[src/rtl/dmem_arbiter_pkg.sv]
// Shared types and default memory-map constants for the data-memory arbiter.
package dmem_arbiter_pkg;

  typedef enum logic [1:0] {
    StIdle = 2'd0,
    StOwn0 = 2'd1,
    StOwn1 = 2'd2
  } state_e;

  localparam logic ReqM0 = 1'b0;
  localparam logic ReqM1 = 1'b1;

  localparam logic [31:0] DefDataBase   = 32'h1001_0000;
  localparam int unsigned DefDataWords  = 36;
  localparam logic [31:0] DefStackTop   = 32'h7fff_effc;
  localparam int unsigned DefStackWords = 36;
  localparam int unsigned DefMaxHold    = 4;

  // Byte span of a bank, widened so range bounds never wrap.
  function automatic logic [32:0] word_span(input int unsigned words);
    return 33'(words) << 2;
  endfunction

endpackage

[src/rtl/dmem_region_decode.sv]
// Maps a byte address onto the data or stack bank; anything else is an error.
module dmem_region_decode
  import dmem_arbiter_pkg::*;
#(
  parameter logic [31:0] DATA_BASE   = DefDataBase,
  parameter int unsigned DATA_WORDS  = DefDataWords,
  parameter logic [31:0] STACK_TOP   = DefStackTop,
  parameter int unsigned STACK_WORDS = DefStackWords
) (
  input  logic [31:0] addr,
  output logic        hit_data,
  output logic        hit_stack,
  output logic        err
);

  localparam logic [32:0] DataLo  = {1'b0, DATA_BASE};
  localparam logic [32:0] DataHi  = DataLo + word_span(DATA_WORDS);
  localparam logic [32:0] StackHi = {1'b0, STACK_TOP};
  localparam logic [32:0] StackLo = StackHi - word_span(STACK_WORDS);

  logic [32:0] addr_w;
  logic        aligned;
  logic        in_data;
  logic        in_stack;

  always_comb begin
    addr_w    = {1'b0, addr};
    aligned   = (addr[1:0] == 2'b00);
    in_data   = (addr_w >= DataLo) && (addr_w < DataHi);
    in_stack  = (addr_w >= StackLo) && (addr_w < StackHi);
    hit_data  = aligned & in_data;
    // Data bank wins should the two windows ever be configured to overlap.
    hit_stack = aligned & in_stack & ~in_data;
    err       = ~(hit_data | hit_stack);
  end

endmodule

[src/rtl/dmem_arbiter.sv]
// Two-requester arbiter for the shared data-memory port with per-bank write enables.
module dmem_arbiter
  import dmem_arbiter_pkg::*;
#(
  parameter logic [31:0] DATA_BASE   = DefDataBase,
  parameter int unsigned DATA_WORDS  = DefDataWords,
  parameter logic [31:0] STACK_TOP   = DefStackTop,
  parameter int unsigned STACK_WORDS = DefStackWords,
  parameter int unsigned MAX_HOLD    = DefMaxHold
) (
  input  logic        clk,
  input  logic        rst,
  input  logic        m0_req,
  input  logic        m0_wen,
  input  logic [31:0] m0_addr,
  input  logic [31:0] m0_wdata,
  output logic        m0_gnt,
  output logic [31:0] m0_rdata,
  output logic        m0_stall,
  input  logic        m1_req,
  input  logic        m1_wen,
  input  logic [31:0] m1_addr,
  input  logic [31:0] m1_wdata,
  output logic        m1_gnt,
  output logic [31:0] m1_rdata,
  output logic [31:0] mem_addr,
  output logic [31:0] mem_wdata,
  output logic        data_wen,
  output logic        stack_wen,
  input  logic [31:0] data_rdata,
  input  logic [31:0] stack_rdata,
  output logic        err_valid,
  output logic [31:0] err_addr
);

  localparam int unsigned HoldW = (MAX_HOLD > 1) ? $clog2(MAX_HOLD) : 1;
  localparam logic [HoldW-1:0] HoldLast = HoldW'(MAX_HOLD - 1);

  state_e             state_q, state_d;
  logic               rr_q, rr_d;
  logic [HoldW-1:0]   hold_q, hold_d;
  logic               err_valid_q, err_valid_d;
  logic [31:0]        err_addr_q, err_addr_d;

  logic               own_is1;
  logic               own_req;
  logic               oth_req;
  logic               any_gnt;
  logic               own_wen;
  logic [31:0]        own_addr;
  logic [31:0]        own_wdata;
  logic [31:0]        rd_mux;
  logic               hit_data;
  logic               hit_stack;
  logic               dec_err;

  dmem_region_decode #(
    .DATA_BASE  (DATA_BASE),
    .DATA_WORDS (DATA_WORDS),
    .STACK_TOP  (STACK_TOP),
    .STACK_WORDS(STACK_WORDS)
  ) u_decode (
    .addr     (mem_addr),
    .hit_data (hit_data),
    .hit_stack(hit_stack),
    .err      (dec_err)
  );

  // Datapath: grants are masked by rst so a reset mid-burst never writes.
  always_comb begin
    own_is1   = (state_q == StOwn1);
    m0_gnt    = ~rst & (state_q == StOwn0) & m0_req;
    m1_gnt    = ~rst & (state_q == StOwn1) & m1_req;
    any_gnt   = m0_gnt | m1_gnt;
    m0_stall  = m0_req & ~m0_gnt;
    own_addr  = own_is1 ? m1_addr : m0_addr;
    own_wdata = own_is1 ? m1_wdata : m0_wdata;
    own_wen   = own_is1 ? m1_wen : m0_wen;
    mem_addr  = any_gnt ? own_addr : 32'h0;
    mem_wdata = any_gnt ? own_wdata : 32'h0;
    data_wen  = any_gnt & own_wen & hit_data;
    stack_wen = any_gnt & own_wen & hit_stack;
    rd_mux    = hit_data ? data_rdata : (hit_stack ? stack_rdata : 32'h0);
    m0_rdata  = m0_gnt ? rd_mux : 32'h0;
    m1_rdata  = m1_gnt ? rd_mux : 32'h0;
    err_valid = err_valid_q;
    err_addr  = err_addr_q;
  end

  always_comb begin
    state_d     = state_q;
    rr_d        = rr_q;
    hold_d      = hold_q;
    err_valid_d = any_gnt & dec_err;
    err_addr_d  = (any_gnt & dec_err) ? mem_addr : err_addr_q;
    own_req     = own_is1 ? m1_req : m0_req;
    oth_req     = own_is1 ? m0_req : m1_req;

    unique case (state_q)
      StIdle: begin
        if (m0_req && m1_req) begin
          state_d = (rr_q == ReqM0) ? StOwn0 : StOwn1;
        end else if (m0_req) begin
          state_d = StOwn0;
        end else if (m1_req) begin
          state_d = StOwn1;
        end
      end
      StOwn0, StOwn1: begin
        if (!own_req || (oth_req && hold_q == HoldLast)) begin
          // Hand over directly when the other side waits, else fall back to idle.
          state_d = oth_req ? (own_is1 ? StOwn0 : StOwn1) : StIdle;
          rr_d    = own_is1 ? ReqM0 : ReqM1;
          hold_d  = '0;
        end else if (oth_req) begin
          hold_d = hold_q + HoldW'(1);
        end else begin
          hold_d = '0;
        end
      end
      default: state_d = StIdle;
    endcase
  end

  always_ff @(posedge clk) begin
    if (rst) begin
      state_q     <= StIdle;
      rr_q        <= ReqM0;
      hold_q      <= '0;
      err_valid_q <= 1'b0;
      err_addr_q  <= 32'h0;
    end else begin
      state_q     <= state_d;
      rr_q        <= rr_d;
      hold_q      <= hold_d;
      err_valid_q <= err_valid_d;
      err_addr_q  <= err_addr_d;
    end
  end

endmodule

[config.mk]
export PLATFORM = sky130hd
export DESIGN_NAME = dmem_arbiter
export DESIGN_NICKNAME = d
export VERILOG_FILES = /design/src/rtl/dmem_arbiter_pkg.sv /design/src/rtl/dmem_region_decode.sv /design/src/rtl/dmem_arbiter.sv
export SDC_FILE = /design/constraint.sdc
export NUM_CORES = 1
export LEC_CHECK = 0
export ABC_AREA = 1
export BUFFER_PORTS_ARGS = -buffer_cell sky130_fd_sc_hd__buf_2
export CORE_AREA = 2 2 143 145
export DETAILED_ROUTE_END_ITERATION = 16
export DIE_AREA = 0 0 145 147
export GPL_TIMING_DRIVEN = 1
export PLACE_DENSITY_LB_ADDON = 0.05
export SLEW_MARGIN = 10
export SYNTH_ARGS = -nofsm -noshare
export SYNTH_HDL_FRONTEND = slang
export SYNTH_SLANG_ARGS = --single-unit
[constraint.sdc]
create_clock -name clk -period 2.8 [get_ports clk]
set_input_delay 0.28 -clock clk [delete_from_list [all_inputs] [get_ports clk]]
set_output_delay 0.28 -clock clk [all_outputs]
set_load 0.005 [all_outputs]
==> impl_results.md, run 1 <==
- Fraction of layout cells with a size suffix above 1: between 40% and 50%
- Initial antenna violation count: 1
- Final Skew: a little under 0.003 ns
- Clk buf depth: 2
- Final Cycle Share: 104%
- Cell Rows: 52
- PwrDens: 559 nW/um^2
- CTS Hold Bufs: 0
- Final ANT Viol Nets: 0
- Leak: around 4.7 nW
- Fillers: ~2300
- Hold_ws: 0.257 ns
- Reg clk slew, reported paths: 0.06 ns
- Relative slew slack: between 60% and 70%
- Vias per cell: 4.30
- Total number of vias: 6487
- H-tree level count: 2
- Die width: around 150 um
- Fmax: roughly 0.34 GHz
- Max cap viols: 0
- Number of global-route vias before repair: approximately 6200
- Status: finished with violations
- Dpl cells: about 1500
- Xor and xnor area share after synthesis: 0%
- Simple-Gate Fraction of Synth Area: 50.0%
- Final net count: roughly 1400
- Setup crit end kind: output pin
- Syn avg cell area: between 4 and 5 sq um
- # setup viols final: 64
- Initial DRC Count: about 230
- Worst Hold Class: in2reg
- Sequential area share after synthesis: a little under a fifth
- First-pass GRT wire length: around 34000 um
- FF+latch count, synth: 38
- Largest net degree at the start of global routing: between 40 and 50
- GPL Wtd Cong: approximately 0.80
- RSZ-0062 raised after global routing: yes
- TritonCTS buffer count: 5
- Startpoint Class: register
- Die area: between 20000 and 25000 sq um
- Failing checks: negative setup slack
- Synth cell types: 31
- Syn Nets: approximately 1000
- Setup_tns: -4.33 ns
- I/O pin total: approximately 360
- Worst vdd ir: between 0.2 and 0.3 mV
- Initial Util: a little over a fifth
- GRT Resource Usage Total: a little under 20%
- Compound-Gate Fraction of Synth Area: about an eighth
- Slew Limit Fails: 0
- Final Hold Vio Count: 0
- Adder-Cell Fraction of Synth Area: 1.49%
- Setup ws final: -0.107 ns
- PortBufs: approximately 360
- Clk sinks: 38
- Gr ovfl total: 0
- Worst-Margin Slew: 0.522 ns
- # DRC: 0
- Mux contribution to synthesized area: 0%
- Post-Synthesis Cells: about 840
- Worst-Skew Late Latency: a little under 0.3 ns
- Cell Count, Final, Fillers Out: approximately 1500
- CTS root buffer: clkbuf_16
- Wire per inst: about 16 um
- Core area: 19800 sq um
- YS warnings: 0
- 1st-pass router iterations: 4
- CTS tree: yes
- Worst Path Required: ~2.5 ns
- Vert. Die Dim: 147 um
- Crit path arrival time: around 2.6 ns
- Hpwl dp: 15900 um
- Worst-path fanout max: 8
- Drt total wl: approximately 23000 um
- Tmin final: 2.91 ns
- Setup Crit Path Kind: reg2out
- Syn-to-layout area delta: 87.0%
- Largest family of logic cells by synthesized area: simple AND/OR/NAND/NOR gates
- Syn Std Cell Area: roughly 4200 sq um
logic make-up after synthesis:
group | Yosys count
compound gates | 98
fa+ha+maj | 5
buf+inv | 178
flops | 38
simple gates | 522
sequential cells by signal (all words and copies together), names as in the netlist:
name / cells
hold_q: 2
rr_q: 1
err_addr: 32
state_q: 2
err_valid: 1
path summary, 6_finish.rpt:
path         cells after the start    startpoint  slack, ns            to
max                             17    state_q[0]      -0.11  m0_rdata[23]
min                              2           rst       0.26    state_q[1]
max reg2reg                     18    state_q[0]       0.12  err_addr[12]
min reg2reg                      2  err_addr[26]       0.48  err_addr[26]
cells in the mapped netlist, drive strengths merged:
library cell,count,area [sq um]
a211oi,2,15.0
a21oi,73,369
a311oi,1,8.76
and2,1,6.26
buf,32,206
clkbuf,16,60.1
clkinv,1,5.00
dfxtp,38,761
ha,5,62.6
inv,129,489
nand2,354,1330
nand3,44,263
nand4,11,68.8
nor2,112,430
o211ai,1,7.51
o21ai,19,98.9
o22ai,1,6.26
o32ai,1,8.76
metrics by stage:
step / cell area (sq um) / power, mW / worst slack [ns] / util, %
global route: 7850 / 4.79 / -0.251 / 39.6
floorplan: 4200 / 2.10 / 0.392 / -
global placement: 6390 / 3.03 / -0.0448 / 32.2
finish: 7850 / 4.39 / -0.107 / 39.6
detailed placement: 6390 / 3.01 / -0.0140 / 32.2
CTS: 7090 / 4.14 / -0.116 / 35.7
timing repair:
| item | CTS | global route |
|---|---|---|
| hold endpoints to repair | 0 | 0 |
| pin swaps | 22 | 31 |
| gates cloned | 6 | 11 |
| buffers inserted | 14 | 17 |
| gates resized for setup | 73 | 120 |
| setup endpoints to repair | 66 | 96 |
cell type report:
| type | count | area (sq um) | area share (%) |
|---|---|---|---|
| diodes | 1 | 2.50 | 0.0319 |
| clock buffers | 6 | 139 | 1.77 |
| clock inverters | 2 | 60.1 | 0.765 |
| inverters | 130 | 505 | 6.44 |
| multi-input cells | 625 | 3280 | 41.7 |
| flip-flops and latches | 38 | 766 | 9.75 |
| well taps | 270 | 338 | 4.30 |
| repair buffers | 435 | 2770 | 35.2 |
critical path, stage by stage, from the launching register on:
cell and delay, ns:
dfxtp_2 0.32, inv_2 0.07, ha_4 0.25, inv_8 0.07, buf_8 0.14, nand2_2 0.05
nand2_2 0.09, nor2_2 0.11, nand2_1 0.07, nor2_2 0.12, nand3_1 0.08, nor2_1 0.14
nand3_2 0.13, clkinv_4 0.14, clkbuf_16 0.19, nand2_2 0.06, a21oi_1 0.14, buf_2 0.14
per-layer routing:
layer  global-route usage [%]  up-vias  part of all wire [%]
li1                         -     3330                     -
met1                     23.4     2895                    42
met2                     35.9      239                    50
met3                     4.72       23                   6.1
met4                     4.46        0                   1.5
met5                        0        -                     0
report_power, final:
group          switching, mW  total, mW  internal, mW
sequential            0.0664      0.738         0.672
combinational           1.69       2.86          1.17
clock                  0.252      0.787         0.536
total                   2.01       4.39          2.38
cells in the final DEF, fill, tap and decap left out, drive strengths merged:
master,n
nand3,44
nand4,11
nand2,354
o211ai,1
diode,1
clkbuf,16
inv,129
a311oi,1
o22ai,1
dfxtp,38
and2,1
ha,5
a211oi,2
clkinv,1
o21ai,19
nor2,112
o32ai,1
a21oi,73
bufinv,2
buf,425
Power figures use the tool's default switching activity.
==> run 2: changes to the inputs <==
Settings changed: CORE_AREA 2 2 143 145 to 2 2 140 142, DIE_AREA 0 0 145 147 to 0 0 142 144.
==> run 2 against run 1 <==
  * The run still ends with negative setup slack left
  * Sequential power about the same
  * Critical path depth unchanged
  * Sequential cell count unchanged
  * Clock skew increased by 0.0049 ns
  * Maximum frequency down 2.0%
  * Non-clock buffer count increased by 6
  * Via count is 0.91% higher
  * Utilization shrank 0.32 points
  * Critical path type unchanged
  * Highest routed layer is now met5
==> impl_results.md, run 2 (synthesized netlist as in run 1, its figures left out) <==
- Pre-CTS setup slack: ~0.033 ns
- Final Hold Vio Count: 0
- Dpl cells: 1431
- Wire per inst: between 15 and 20 um
- Die area: between 20000 and 25000 sq um
- Multi-input gate area: just under 3000 sq um
- Slowest cell on the critical path: dfxtp_2
- 1st-pass router iterations: 5
- PortBufs: approximately 360
- PwrDens: between 500 and 600 nW/um^2
- Failing checks: negative setup slack
- Fraction of layout cells with a size suffix above 1: between 40% and 50%
- Final net count: 1444
- Final ANT Viol Nets: 0
- H-tree level count: 2
- Setup crit end kind: output pin
- Die width: 142 um
- Status: finished with violations
- Final Skew: around 0.0078 ns
- Drt total wl: roughly 22000 um
- TritonCTS buffer count: 5
- First-pass GRT wire length: 30400 um
- Worst vdd ir: 0.253 mV
- Crit path arrival time: 2.69 ns
- CP startpoint: state_q[0]
- # setup viols final: between 60 and 70
- Most common cell after layout, fill and taps aside: buf_2
- GRT Resource Usage Total: 18.9%
- Worst-Skew Late Latency: approximately 0.29 ns
- Hpwl dp: ~17000 um
- Number of global-route vias before repair: about 6000
- Worst Hold Class: in2reg
- Slew Limit Fails: 0
- Cell Rows: 51
- Critical R2R Capture: err_addr[11]
- Clk buf depth: 2
- Startpoint Class: register
- Initial DRC Count: 188
- Tmin final: between 2 and 3 ns
- Max reg flops: 32
- Syn-to-layout area delta: 78.3%
- Fmax: 0.337 GHz
- Vert. Die Dim: 144 um
- GPL Wtd Cong: 0.817
- Most frequent cells in the layout: buf_2, nand2_1, inv_1, nor2_1, a21oi_1
- Reg area: about 760 sq um
- CTS tree: yes
- Worst-Margin Slew: between 0.5 and 0.6 ns
- Vias per cell: 4.42
- Gr ovfl total: 0
- Relative slew slack: between 60% and 70%
- Clk sinks: 38
- Worst-path fanout max: 9
- I/O pin total: between 300 and 400
- Cell Count, Final, Fillers Out: 1482
- Largest net degree at the start of global routing: 38
- Most used cell along the critical path: buf_12
- Reg2reg start: state_q[0]
- Initial antenna violation count: 3
- CP Capture Point: m1_rdata[22]
- Final Cycle Share: 106%
- Setup slack, reg-to-reg: ~0.16 ns
- CTS root buffer: clkbuf_16
- Fillers: 2242
- RSZ-0062 raised after global routing: yes
- Core area: ~19000 sq um
- Max cap viols: 0
- Worst Path Required: ~2.5 ns
- Initial Util: between 20 and 25%
- Reg2reg path depth: 16
- CP Cell Sequence: inv_2 > ha_4 > clkinv_8 > buf_6 > buf_8 > nand2_2 > nand2_4 > o21ai_4 > nand2_1 > inv_1 > nand3_2 > nor2_4 > buf_12 > buf_12 > nand3_1 > a21oi_1 > buf_2
- Total number of vias: roughly 6500
- Crit path largest cell delay: between 0.3 and 0.4 ns
- # DRC: 0
- Setup ws final: -0.167 ns
- Reg clk slew, reported paths: ~0.060 ns
- Setup Crit Path Kind: reg2out
- Leak: about 4.6 nW
-- run 2: cell types whose count changed in the layout (fill, tap and decap cells not counted), sizes merged --
cell / before / now
clkinv: 1 / 2
inv: 129 / 128
clkbuf: 16 / 15
diode: 1 / 2
clkinvlp: 0 / 1
bufinv: 2 / 1
buf: 425 / 432
-- run 2: area by class of cell --
class                           instances  share of cell area [%]
Multi-Input combinational cell        625                    39.7
Clock inverter                          2                   0.501
Sequential cell                        38                    10.2
Clock buffer                            6                    1.72
Inverter                              130                    6.78
Timing Repair Buffer                  441                    37.0
Antenna cell                            2                  0.0668
Tap cell                              238                    3.98
-- run 2: per-layer routing --
metal  up-vias  share of wire (%)  routed length, um  GRT usage [%]
li1       3368                  -                  -              -
met1      2889                 41               9160           21.7
met2       256                 51              11300           34.7
met3        29                6.6               1480           4.87
met4         4                1.7                391           5.32
met5         -               0.10                 23              0
-- run 2: where the power goes --
| part | switching (mW) | internal [mW] |
|---|---|---|
| Combinational | 1.66 | 1.26 |
| Clock | 0.253 | 0.421 |
| Sequential | 0.0683 | 0.670 |
-- run 2: worst max-delay path, delay by kind of cell (launching register included) --
kind | cells | cell delay, ns
buf+inv | 8 | 0.91
simple gates | 6 | 0.57
fa+ha+maj | 1 | 0.22
compound gates | 2 | 0.36
flops | 1 | 0.32
-- run 2: stage by stage --
stage | power, mW | setup TNS [ns] | utilization, % | hold WS, ns | area, sq um
after floorplan | 2.10 | 0 | - | 0.349 | 4200
after global placement | 3.04 | 0 | 33.9 | 0.465 | 6460
after detailed placement | 3.03 | 0 | 33.9 | 0.463 | 6460
after CTS | 3.77 | -6.44 | 35.1 | 0.243 | 6700
after global routing | 4.73 | -20.37 | 39.2 | 0.245 | 7480
final | 4.34 | -7.78 | 39.2 | 0.254 | 7490
-- run 2: repair_timing --
| item | in CTS | in global routing |
|---|---|---|
| hold buffers | 0 | 0 |
| resized for setup | 19 | 89 |
| setup buffers | 1 | 29 |
| endpoints found under the hold margin | 0 | 0 |
| cloned | 0 | 11 |
| setup endpoints to repair | 66 | 70 |
| pin swaps | 4 | 33 |
-- run 2: worst min path at each step --
| stage | from | depth (start not counted) | slack, ns | endpoint |
|---|---|---|---|---|
| finish | rst | 2 | 0.25 | hold_q[1] |
| CTS | rst | 2 | 0.24 | hold_q[1] |
| floorplan | rst | 1 | 0.35 | hold_q[1] |
| global placement | err_addr[5] | 2 | 0.46 | err_addr[5] |
| detailed placement | hold_q[1] | 2 | 0.46 | hold_q[1] |
| global route | rst | 2 | 0.24 | hold_q[1] |
==> run 3: changes to the inputs <==
==> constraint.sdc (replaced) <==
create_clock -name clk -period 2.8 [get_ports clk]
set_input_delay 0.56 -clock clk [delete_from_list [all_inputs] [get_ports clk]]
set_output_delay 0.56 -clock clk [all_outputs]
set_load 0.005 [all_outputs]
==> run 3 against run 2 <==
  * The run still ends with negative setup slack left
  * Critical path depth down 3
  * Combinational power hardly changed
  * Cell count grew 2.4%
  * Maximum frequency decreased by 6.5%
  * Routed wire length decreased by 3.4%
  * Worst setup slack worse by 0.21 ns
  * Global-route usage is 0.099 points lower
  * Hold slack improved by 0.21 ns
  * Clock-buffer cell count is the same
  * Critical endpoint is now m0_rdata[13]
  * Highest routed layer is now met4
==> impl_results.md, run 3 (synthesized netlist as in run 1, its figures left out) <==
- Drt total wl: between 20000 and 25000 um
- Relative slew slack: ~67%
- Crit path largest cell delay: between 0.3 and 0.4 ns
- Gr ovfl total: 0
- H-tree level count: 2
- Fraction of layout cells with a size suffix above 1: between 40% and 50%
- Pre-CTS setup slack: -0.178 ns
- Final Skew: around 0.005 ns
- Final ANT Viol Nets: 0
- Worst-Margin Slew: 0.492 ns
- Setup slack, reg-to-reg: -0.09 ns
- Cell Rows: between 50 and 60
- Die width: around 140 um
- Initial Util: between 20% and 30%
- Most common cell after layout, fill and taps aside: buf_2
- Setup crit end kind: output pin
- Core area: 19100 sq um
- Largest net degree at the start of global routing: 43
- Initial DRC Count: between 200 and 250
- # setup viols final: 81
- Initial antenna violation count: 2
- Hpwl dp: roughly 17000 um
- Design Power: 4.47 mW
- Status: finished with violations
- CTS tree: yes
- CP delay by family, top: buffers and inverters
- Most frequent cells in the layout: buf_2, nand2_1, inv_1, nor2_1, buf_4
- Most used cell along the critical path: buf_12
- Max reg flops: 32
- CTS root buffer: clkbuf_16
- Hold_ws: approximately 0.47 ns
- RSZ-0062 raised after global routing: yes
- # DRC: 0
- Worst vdd ir: about 0.29 mV
- Syn-to-layout area delta: 87.1%
- Final net count: 1480
- CP bufs+invs: 6
- Worst Path Required: ~2.2 ns
- Setup_tns: -21.58 ns
- Tmin final: 3.17 ns
- Clk buf depth: 2
- Dpl cells: roughly 1500
- Final Hold Vio Count: 0
- CP Cell Sequence: inv_2 > ha_4 > inv_8 > clkbuf_16 > o21ai_4 > nand2_1 > nor2_2 > nand4_1 > nor2_4 > buf_12 > buf_12 > nand3_2 > a21oi_1 > buf_2
- Worst-Skew Late Latency: a little under 0.3 ns
- Clk sinks: 38
- Cell Count, Final, Fillers Out: roughly 1500
- Fmax: roughly 0.32 GHz
- CP startpoint: state_q[0]
- Die area: around 20000 sq um
- TritonCTS buffer count: 5
- Slowest cell on the critical path: dfxtp_2
- CP Capture Point: m0_rdata[13]
- Final Cycle Share: 113%
- Wire per inst: 14.3 um
- Total number of vias: about 6500
- First-pass GRT wire length: between 30000 and 40000 um
- Number of global-route vias before repair: 5844
- Reg2reg path depth: 20
- I/O pin total: around 360
- Setup ws final: -0.372 ns
- PortBufs: approximately 360
- Crit path depth: 14
- Reg clk slew, reported paths: 0.06 ns
- GPL Wtd Cong: just under 0.8
- Startpoint Class: register
- Vias per cell: around 4.3
- Crit path arrival time: approximately 2.6 ns
- Worst Hold Class: reg2reg
- Reg2reg start: state_q[0]
- Max cap viols: 0
- Slew Limit Fails: 0
- Failing checks: negative setup slack
- Vert. Die Dim: about 140 um
- Setup Crit Path Kind: reg2out
- Critical R2R Capture: err_addr[5]
- 1st-pass router iterations: 4
- Worst-path fanout max: 8
- GRT Resource Usage Total: approximately a fifth
- PwrDens: 569 nW/um^2
- Leak: about 4.8 nW
==> run 3: metal layers <==
layer  track usage (%)  vias up  wire, um
li1                  -     3416         -
met1              23.2     2856      9350
met2              33.6      211     10600
met3              4.24       15      1340
met4              3.79        0       301
met5                 0        -         0
==> run 3: worst register-to-register path, stage by stage (launching register included) <==
cell	delay, ns
dfxtp_2	0.32
inv_2	0.07
ha_4	0.23
buf_6	0.22
nand2_1	0.07
o21ai_0	0.09
buf_4	0.15
buf_4	0.10
nand4_1	0.11
nor2_1	0.15
a21oi_2	0.06
buf_12	0.15
buf_4	0.13
buf_4	0.12
nand2_2	0.09
buf_4	0.20
nand2_1	0.11
nor2_4	0.13
buf_2	0.19
nor2_1	0.06
nor2_1	0.09
==> run 3: metrics by stage <==
stage	util (%)	instance area, sq um
2_1_floorplan	-	4200
3_3_place_gp	36.4	6940
3_5_place_dp	36.4	6940
4_1_cts	37.6	7170
5_1_grt	41.2	7860
6_report	41.2	7860
==> run 3: what timing repair did <==
item                                    in CTS  in global routing
gates cloned                                 0                  7
endpoints found under the setup margin      75                 99
pin swaps                                    2                 67
hold buffers                                 0                  0
buffers inserted                             0                 12
resized for setup                           11                115
==> run 3: how the worst min path moves through the flow <==
stage               slack [ns]  startpoint        end  cells past startpoint
finish                    0.47   hold_q[1]  hold_q[1]                      2
global route              0.50   hold_q[0]  hold_q[0]                      2
floorplan                 0.44   hold_q[1]  hold_q[1]                      2
detailed placement        0.47   hold_q[1]  hold_q[1]                      2
global placement          0.46   hold_q[1]  hold_q[1]                      2
CTS                       0.47   hold_q[1]  hold_q[1]                      2
==> run 3: cell type report <==
| class | count | area [sq um] |
|---|---|---|
| clock inverters | 2 | 60.1 |
| well taps | 238 | 298 |
| multi-input cells | 625 | 3120 |
| flip-flops and latches | 38 | 763 |
| fillers | 2183 | 11200 |
| clock buffers | 6 | 139 |
| repair buffers | 477 | 2960 |
| inverters | 130 | 505 |
| diodes | 2 | 5.00 |
==> run 3: power by group <==
part / internal, mW / switching (mW) / total [mW]
combinational: 1.31 / 1.64 / 2.95
sequential: 0.670 / 0.0627 / 0.733
clock: 0.536 / 0.249 / 0.784
total: 2.52 / 1.95 / 4.47
